File: config.mk
export PLATFORM = sky130hd
export DESIGN_NAME = conv_mac_array_flat
export DESIGN_NICKNAME = d
export VERILOG_FILES = /design/src/rtl/conv_mac_array_if.sv /design/src/rtl/conv_mac_array.sv /design/src/flat_wrapper.sv
export SDC_FILE = /design/constraint.sdc
export NUM_CORES = 2
export LEC_CHECK = 0
export ABC_AREA = 1
export CAP_MARGIN = 20
export CORE_MARGIN = 8
export CORE_UTILIZATION = 55
export CTS_CLUSTER_DIAMETER = 100
export DETAILED_ROUTE_END_ITERATION = 16
export GPL_ROUTABILITY_DRIVEN = 1
export PLACE_DENSITY = 0.75
export SKIP_LAST_GASP = 1
export SYNTH_ARGS = -nofsm -noshare
export SYNTH_HDL_FRONTEND = slang
export SYNTH_SLANG_ARGS = --single-unit
File: constraint.sdc
create_clock -name clk -period 14.8 [get_ports clk]
set_clock_uncertainty 0.2 [all_clocks]
set_input_delay 2.22 -clock clk [delete_from_list [all_inputs] [get_ports clk]]
set_output_delay 2.22 -clock clk [all_outputs]
set_load 0.01 [all_outputs]
File: src/rtl/conv_mac_array_if.sv
// Beat/weight/result bus of the convolution dot-product engine.
// master drives beats and weights; slave is the engine that returns one result per group.
interface conv_mac_array_if #(
  parameter int unsigned LANES = 32,
  parameter int unsigned DW    = 4,
  parameter int unsigned ACC_W = 16
);
  logic                  weight_valid;
  logic [LANES*DW-1:0]   weight_in;
  logic                  in_valid;
  logic                  in_last;
  logic [LANES*DW-1:0]   ifm_in;
  logic                  relu_en;
  logic                  out_valid;
  logic [ACC_W-1:0]      out_ofm;
  logic                  out_ovf;
  logic                  out_err;

  modport master (
    output weight_valid, weight_in, in_valid, in_last, ifm_in, relu_en,
    input  out_valid, out_ofm, out_ovf, out_err
  );

  modport slave (
    input  weight_valid, weight_in, in_valid, in_last, ifm_in, relu_en,
    output out_valid, out_ofm, out_ovf, out_err
  );
endinterface

File: src/rtl/conv_mac_array.sv
// Fully pipelined LANES-wide dot-product engine: multiply, two-stage registered
// adder tree, saturating group accumulator with ReLU and MAX_BEATS forced close.
module conv_mac_array #(
  parameter int unsigned LANES     = 32,
  parameter int unsigned DW        = 4,
  parameter int unsigned SIGNED    = 0,
  parameter int unsigned ACC_W     = 16,
  parameter int unsigned MAX_BEATS = 16
) (
  input  logic            clk,
  input  logic            rst,
  conv_mac_array_if.slave bus
);
  localparam int unsigned PW   = 2 * DW;
  localparam int unsigned SW   = PW + $clog2(LANES);
  localparam int unsigned HALF = LANES / 2;
  localparam int unsigned AW1  = ACC_W + 1;
  localparam int unsigned CW   = $clog2(MAX_BEATS + 1);
  localparam bit          SGN  = (SIGNED != 0);

  typedef enum logic {IDLE, ACC} state_e;

  typedef struct packed {
    logic valid;
    logic last;
    logic relu;
  } tag_t;

  // Operands are widened to the product width first so the truncated product is exact.
  function automatic logic [PW-1:0] lane_mul(input logic [DW-1:0] a, input logic [DW-1:0] b);
    logic [PW-1:0] ax;
    logic [PW-1:0] bx;
    ax = PW'(a);
    bx = PW'(b);
    if (SGN && a[DW-1]) ax = ax | ~PW'({DW{1'b1}});
    if (SGN && b[DW-1]) bx = bx | ~PW'({DW{1'b1}});
    return ax * bx;
  endfunction

  function automatic logic [SW-1:0] ext_pair(input logic [PW:0] p);
    logic [SW-1:0] r;
    r = SW'(p);
    if (SGN && p[PW]) r = r | ~SW'({(PW+1){1'b1}});
    return r;
  endfunction

  logic [LANES*DW-1:0] w_q, w_d;
  logic [PW-1:0]       prod_q [LANES];
  logic [PW-1:0]       prod_d [LANES];
  logic [PW:0]         pair_q [HALF];
  logic [PW:0]         pair_d [HALF];
  logic [SW-1:0]       sum3_q, sum3_d;
  tag_t                tag1_q, tag1_d, tag2_q, tag3_q;

  state_e              state_q, state_d;
  logic [ACC_W-1:0]    acc_q, acc_d;
  logic [CW-1:0]       cnt_q, cnt_d;
  logic                ovf_q, ovf_d;
  logic                close4_q, close4_d;
  logic                err4_q, err4_d;
  logic                ovf4_q, ovf4_d;
  logic                relu4_q, relu4_d;

  logic                out_valid_q, out_valid_d;
  logic [ACC_W-1:0]    out_ofm_q, out_ofm_d;
  logic                out_ovf_q, out_ovf_d;
  logic                out_err_q, out_err_d;

  logic [AW1-1:0]      sum_x, acc_x, total;
  logic [ACC_W-1:0]    sat_val;
  logic                sat_hit;
  logic                first_beat;
  logic [CW-1:0]       beats;
  logic                force_close;
  logic                grp_ovf;

  // A same-edge weight load only affects the following beats: S1 reads w_q.
  always_comb begin
    w_d = bus.weight_valid ? bus.weight_in : w_q;
    for (int k = 0; k < LANES; k++) begin
      prod_d[k] = lane_mul(bus.ifm_in[k*DW +: DW], w_q[k*DW +: DW]);
    end
    tag1_d.valid = bus.in_valid;
    tag1_d.last  = bus.in_valid & bus.in_last;
    tag1_d.relu  = bus.relu_en;
  end

  always_comb begin
    for (int i = 0; i < HALF; i++) begin
      pair_d[i] = {SGN & prod_q[2*i][PW-1], prod_q[2*i]}
                + {SGN & prod_q[2*i+1][PW-1], prod_q[2*i+1]};
    end
  end

  always_comb begin
    sum3_d = '0;
    for (int i = 0; i < HALF; i++) begin
      sum3_d = sum3_d + ext_pair(pair_q[i]);
    end
  end

  // One extra bit of headroom makes the overflow test a simple top-bit check.
  always_comb begin
    sum_x = AW1'(sum3_q);
    if (SGN && sum3_q[SW-1]) sum_x = sum_x | ~AW1'({SW{1'b1}});
    acc_x   = {SGN & acc_q[ACC_W-1], acc_q};
    total   = acc_x + sum_x;
    sat_hit = 1'b0;
    sat_val = total[ACC_W-1:0];
    if (SGN) begin
      if (total[ACC_W] != total[ACC_W-1]) begin
        sat_hit = 1'b1;
        sat_val = total[ACC_W] ? {1'b1, {(ACC_W-1){1'b0}}} : {1'b0, {(ACC_W-1){1'b1}}};
      end
    end else if (total[ACC_W]) begin
      sat_hit = 1'b1;
      sat_val = '1;
    end
  end

  // Group control: the first beat loads, later beats add; a close drains the sticky flags.
  always_comb begin
    state_d     = state_q;
    acc_d       = acc_q;
    cnt_d       = cnt_q;
    ovf_d       = ovf_q;
    close4_d    = 1'b0;
    err4_d      = 1'b0;
    ovf4_d      = 1'b0;
    relu4_d     = 1'b0;
    first_beat  = (state_q == IDLE);
    beats       = first_beat ? CW'(1) : cnt_q + CW'(1);
    force_close = ~tag3_q.last && (beats == CW'(MAX_BEATS));
    grp_ovf     = first_beat ? 1'b0 : (ovf_q | sat_hit);
    if (tag3_q.valid) begin
      acc_d = first_beat ? sum_x[ACC_W-1:0] : sat_val;
      if (tag3_q.last || force_close) begin
        state_d  = IDLE;
        cnt_d    = '0;
        ovf_d    = 1'b0;
        close4_d = 1'b1;
        err4_d   = force_close;
        ovf4_d   = grp_ovf;
        relu4_d  = tag3_q.relu;
      end else begin
        state_d = ACC;
        cnt_d   = beats;
        ovf_d   = grp_ovf;
      end
    end
  end

  always_comb begin
    out_valid_d = close4_q;
    out_ofm_d   = '0;
    out_ovf_d   = close4_q & ovf4_q;
    out_err_d   = close4_q & err4_q;
    if (close4_q) begin
      out_ofm_d = (SGN && relu4_q && acc_q[ACC_W-1]) ? '0 : acc_q;
    end
  end

  always_ff @(posedge clk) begin
    if (rst) begin
      w_q <= '0;
      for (int k = 0; k < LANES; k++) prod_q[k] <= '0;
      for (int i = 0; i < HALF; i++) pair_q[i] <= '0;
      sum3_q      <= '0;
      tag1_q      <= '0;
      tag2_q      <= '0;
      tag3_q      <= '0;
      state_q     <= IDLE;
      acc_q       <= '0;
      cnt_q       <= '0;
      ovf_q       <= 1'b0;
      close4_q    <= 1'b0;
      err4_q      <= 1'b0;
      ovf4_q      <= 1'b0;
      relu4_q     <= 1'b0;
      out_valid_q <= 1'b0;
      out_ofm_q   <= '0;
      out_ovf_q   <= 1'b0;
      out_err_q   <= 1'b0;
    end else begin
      w_q <= w_d;
      for (int k = 0; k < LANES; k++) prod_q[k] <= prod_d[k];
      for (int i = 0; i < HALF; i++) pair_q[i] <= pair_d[i];
      sum3_q      <= sum3_d;
      tag1_q      <= tag1_d;
      tag2_q      <= tag1_q;
      tag3_q      <= tag2_q;
      state_q     <= state_d;
      acc_q       <= acc_d;
      cnt_q       <= cnt_d;
      ovf_q       <= ovf_d;
      close4_q    <= close4_d;
      err4_q      <= err4_d;
      ovf4_q      <= ovf4_d;
      relu4_q     <= relu4_d;
      out_valid_q <= out_valid_d;
      out_ofm_q   <= out_ofm_d;
      out_ovf_q   <= out_ovf_d;
      out_err_q   <= out_err_d;
    end
  end

  assign bus.out_valid = out_valid_q;
  assign bus.out_ofm   = out_ofm_q;
  assign bus.out_ovf   = out_ovf_q;
  assign bus.out_err   = out_err_q;

endmodule

File: src/flat_wrapper.sv
// flat-port wrapper written by rule: the top's interface ports become plain ports
module conv_mac_array_flat 
#(
  parameter int unsigned LANES     = 32,
  parameter int unsigned DW        = 4,
  parameter int unsigned SIGNED    = 0,
  parameter int unsigned ACC_W     = 16,
  parameter int unsigned MAX_BEATS = 16
)
  (clk, rst, bus_weight_valid, bus_weight_in, bus_in_valid, bus_in_last, bus_ifm_in, bus_relu_en, bus_out_valid, bus_out_ofm, bus_out_ovf, bus_out_err);
  conv_mac_array_if #(.LANES(LANES), .DW(DW), .ACC_W(ACC_W)) bus_i ();
  input  logic clk;
  input  logic rst;
  input wire logic [$bits(bus_i.weight_valid)-1:0] bus_weight_valid;
  input wire logic [$bits(bus_i.weight_in)-1:0] bus_weight_in;
  input wire logic [$bits(bus_i.in_valid)-1:0] bus_in_valid;
  input wire logic [$bits(bus_i.in_last)-1:0] bus_in_last;
  input wire logic [$bits(bus_i.ifm_in)-1:0] bus_ifm_in;
  input wire logic [$bits(bus_i.relu_en)-1:0] bus_relu_en;
  output wire logic [$bits(bus_i.out_valid)-1:0] bus_out_valid;
  output wire logic [$bits(bus_i.out_ofm)-1:0] bus_out_ofm;
  output wire logic [$bits(bus_i.out_ovf)-1:0] bus_out_ovf;
  output wire logic [$bits(bus_i.out_err)-1:0] bus_out_err;
  assign bus_i.weight_valid = bus_weight_valid;
  assign bus_i.weight_in = bus_weight_in;
  assign bus_i.in_valid = bus_in_valid;
  assign bus_i.in_last = bus_in_last;
  assign bus_i.ifm_in = bus_ifm_in;
  assign bus_i.relu_en = bus_relu_en;
  assign bus_out_valid = bus_i.out_valid;
  assign bus_out_ofm = bus_i.out_ofm;
  assign bus_out_ovf = bus_i.out_ovf;
  assign bus_out_err = bus_i.out_err;
  conv_mac_array #(.LANES(LANES), .DW(DW), .SIGNED(SIGNED), .ACC_W(ACC_W), .MAX_BEATS(MAX_BEATS)) u_core (.clk(clk), .rst(rst), .bus(bus_i));
endmodule
==> out/results.tsv <==
metric	value	unit
status	complete, no violations	
M3 GR Usage	3.77	%
Die Wd	285	µm
fill count	6270	
power per cell area	116	nW/µm²
MaxCap Viol Count	0	
global routing usage on met2	35.9	%
final antenna-violating net count	0	
fmax	157	MHz
DR vias/cell	4.98	
most frequent cells in the layout	1,096 x inv_1, 951 x nand2_1, 592 x dfxtp_1	
clock buffer depth	3	
largest family of logic cells by synthesized area	adder cells	
sequential-to-total area share from yosys stat	29.7	%
Slowest-stage cell, CP	fa_1	
delay of the slowest critical-path stage	0.51	ns
final wirelength	87100	µm
Rel. slew slack	30.4	%
Critical Path RT	15.10	ns
flops & latches, synth	592	
Worst-path clk slew	0.06	ns
Final Hold Fails	0	
Rows	98	
post-synthesis compound-gate area fraction	11.2	%
cell mode on critical path	fa_1	
CP delay by family, top	adder cells	
vias in the first global route	32200	
GRT met1 Usage	28.3	%
Peak supply drop	217	µV
DP Cell Count	6298	
gr ovfl total	0	
crit start category	flip-flop	
critical path class	reg2reg	
Iter 0 DRT Violations	1740	
maximum number of pins on one net before global-route repair	193	
Most used DFF post-synth	dfxtp_1	
Synth cell types	36	
Final Max Slew Viols	0	
Post-Syn Area	39800	µm²
Critical Path AT	6.68	ns
drt drc	0	
Core Area	71600	µm²
Final #Nets	6498	
Clock Latency Late Sink	0.61	ns
initial antenna violation count	1	
CTS H-Tree Depth	3	
fin crit share	43.1	%
Synth Area in XOR/XNOR	0.308	%
Ports	281	
busiest grt layer	met2	
Non-Filler Instances	6424	
ratio of cells with drive above 1 in the final layout	3.44	%
drt pass-1 iters	7	
commonest non-fill, non-tap cell in the layout	inv_1	
Die Area	81300	µm²
total CTS buffers	70	
global-route wire length before repair	149000	µm
Post-synth EDFFs	0	
WL/cell	13.6	µm
final setup vio count	0	
fin crit period	6.38	ns
root buffer cell	clkbuf_16	
Post-CTS Setup Bufs	0	
CP bufs+invs	6	
Post-Synth Adder-Cell Area	30.5	%
RSZ-0062 raised after global routing	false	
syn_nets	6240	
CP endpoint kind	flip-flop	
via count	32000	
asr flop ratio synth	0	%
mux share of post-synthesis cell area	0	%
Post-DP HPWL	66800	µm
CTS tree	built	
area leader, netlist	dfxtp_1	
largest cells by area after synthesis	dfxtp_1 30%, ha_1 17%, fa_1 13%	
Area Overhead vs Synth	15.0	%
Initial Utilization	55.6	%
cts repair resizes	0	
gr usage total	21.5	%
Sink Count	592	
Min-Delay Path Class	reg2reg	
worst slew pin tran	1.04	ns
Pwr Total	5.32	mW
Final GP Congestion	0.889	
Setup TNS	0	ns
crit-path max FO	6	
post-cts hold buffer count	0	
Pleak	25.1	nW
simple-gate share of the synthesized area	16.8	%
cell count after synthesis	5162	
Synth top area share	29.7	%
port buffer count	279	
die height	285	µm
Avg Synthesized Cell Area	7.72	µm²
Ys Warns	0	
==> worst register-to-register path, cell delays in order, from the launching register on <==
cell	delay, ns
dfxtp_1	0.32
ha_1	0.17
inv_1	0.06
fa_1	0.40
o21ai_0	0.37
a21oi_1	0.12
nor2_1	0.10
nor2_1	0.05
xor2_1	0.13
inv_1	0.08
fa_1	0.48
inv_1	0.05
fa_1	0.51
fa_1	0.43
fa_1	0.50
inv_1	0.05
fa_1	0.50
inv_1	0.06
fa_1	0.47
inv_1	0.04
ha_1	0.35
nand2_1	0.09
o21ai_0	0.29
a21oi_1	0.12
o21bai_1	0.18
nand2_1	0.07
nand2_1	0.05
nor2_1	0.05
==> power by group <==
part | total [mW] | internal [mW] | switching (mW)
clock network | 1.74 | 1.03 | 0.704
registers | 1.80 | 1.72 | 0.0837
logic | 1.78 | 0.708 | 1.07
total | 5.32 | 3.46 | 1.86
==> layout make-up <==
| cell class | count | area, µm² | share of cell area (%) |
|---|---|---|---|
| diodes | 1 | 2.50 | 0.00546 |
| clock buffers | 89 | 2000 | 4.36 |
| clock inverters | 36 | 352 | 0.767 |
| inverters | 1101 | 4140 | 9.04 |
| multi-input cells | 3371 | 23400 | 51.2 |
| flip-flops and latches | 592 | 11900 | 25.9 |
| well taps | 950 | 1190 | 2.59 |
| repair buffers | 284 | 2840 | 6.21 |
==> state kept, by name (all words and copies together), names as in the netlist, 2 cells and up <==
register            count
u_core.w_q            128
u_core.pair_q         144
u_core.cnt_q            5
u_core.sum3_q          13
u_core.acc_q           16
u_core.tag1_q           2
u_core.prod_q         256
u_core.tag3_q           2
u_core.bus.out_ofm     16
u_core.tag2_q           2
==> cells in the mapped netlist, types with 2 or more instances <==
master    instances
a221oi_1         16
fa_1            260
xor2_1           10
o21bai_1         19
nor2_1          561
a21oi_1         420
nand4_1          36
and2_1            4
o211ai_1         16
nand2_2           8
o21ai_0         376
nand3_2           4
buf_2            14
inv_2             3
buf_1             2
dfxtp_1         592
a21oi_2           7
nor3_1            3
nand3_1          78
or2_2            32
xnor2_1           4
clkbuf_8          2
inv_1          1098
ha_1            556
nor2_2            2
o311ai_0          2
nand2_1         951
clkbuf_1         78
==> kinds of logic after synthesis <==
logic type      after synthesis
fa+ha+maj                   816
compound gates              857
xor+xnor                     14
flops                       592
simple gates               1684
buf+inv                    1199
==> path summary, 6_finish.rpt <==
check	endpoint	cells past startpoint	startpoint	slack [ns]
setup / recovery	u_core.sum3_q[9]	27	u_core.pair_q[0][0]	8.42
hold / removal	u_core.tag2_q[1]	2	u_core.tag1_q[1]	0.21
setup reg to reg	u_core.sum3_q[9]	27	u_core.pair_q[0][0]	8.42
hold reg to reg	u_core.tag2_q[1]	2	u_core.tag1_q[1]	0.21
==> layer usage <==
metal | part of all wire [%] | vias to the layer above
li1 | - | 16600
met1 | 46 | 14700
met2 | 46 | 644
met3 | 5.2 | 125
met4 | 2.5 | 0
met5 | 0 | -
==> stage by stage <==
step	hold WS, ns	util, %	cell area [µm²]	worst slack (ns)
global route	0.241	64.0	45800	7.94
floorplan	0.188	-	39800	8.97
global placement	0.201	60.7	43500	8.58
finish	0.211	64.0	45800	8.42
CTS	0.214	64.0	45800	8.43
detailed placement	0.201	60.7	43500	8.51
Power figures use the tool's default switching activity.
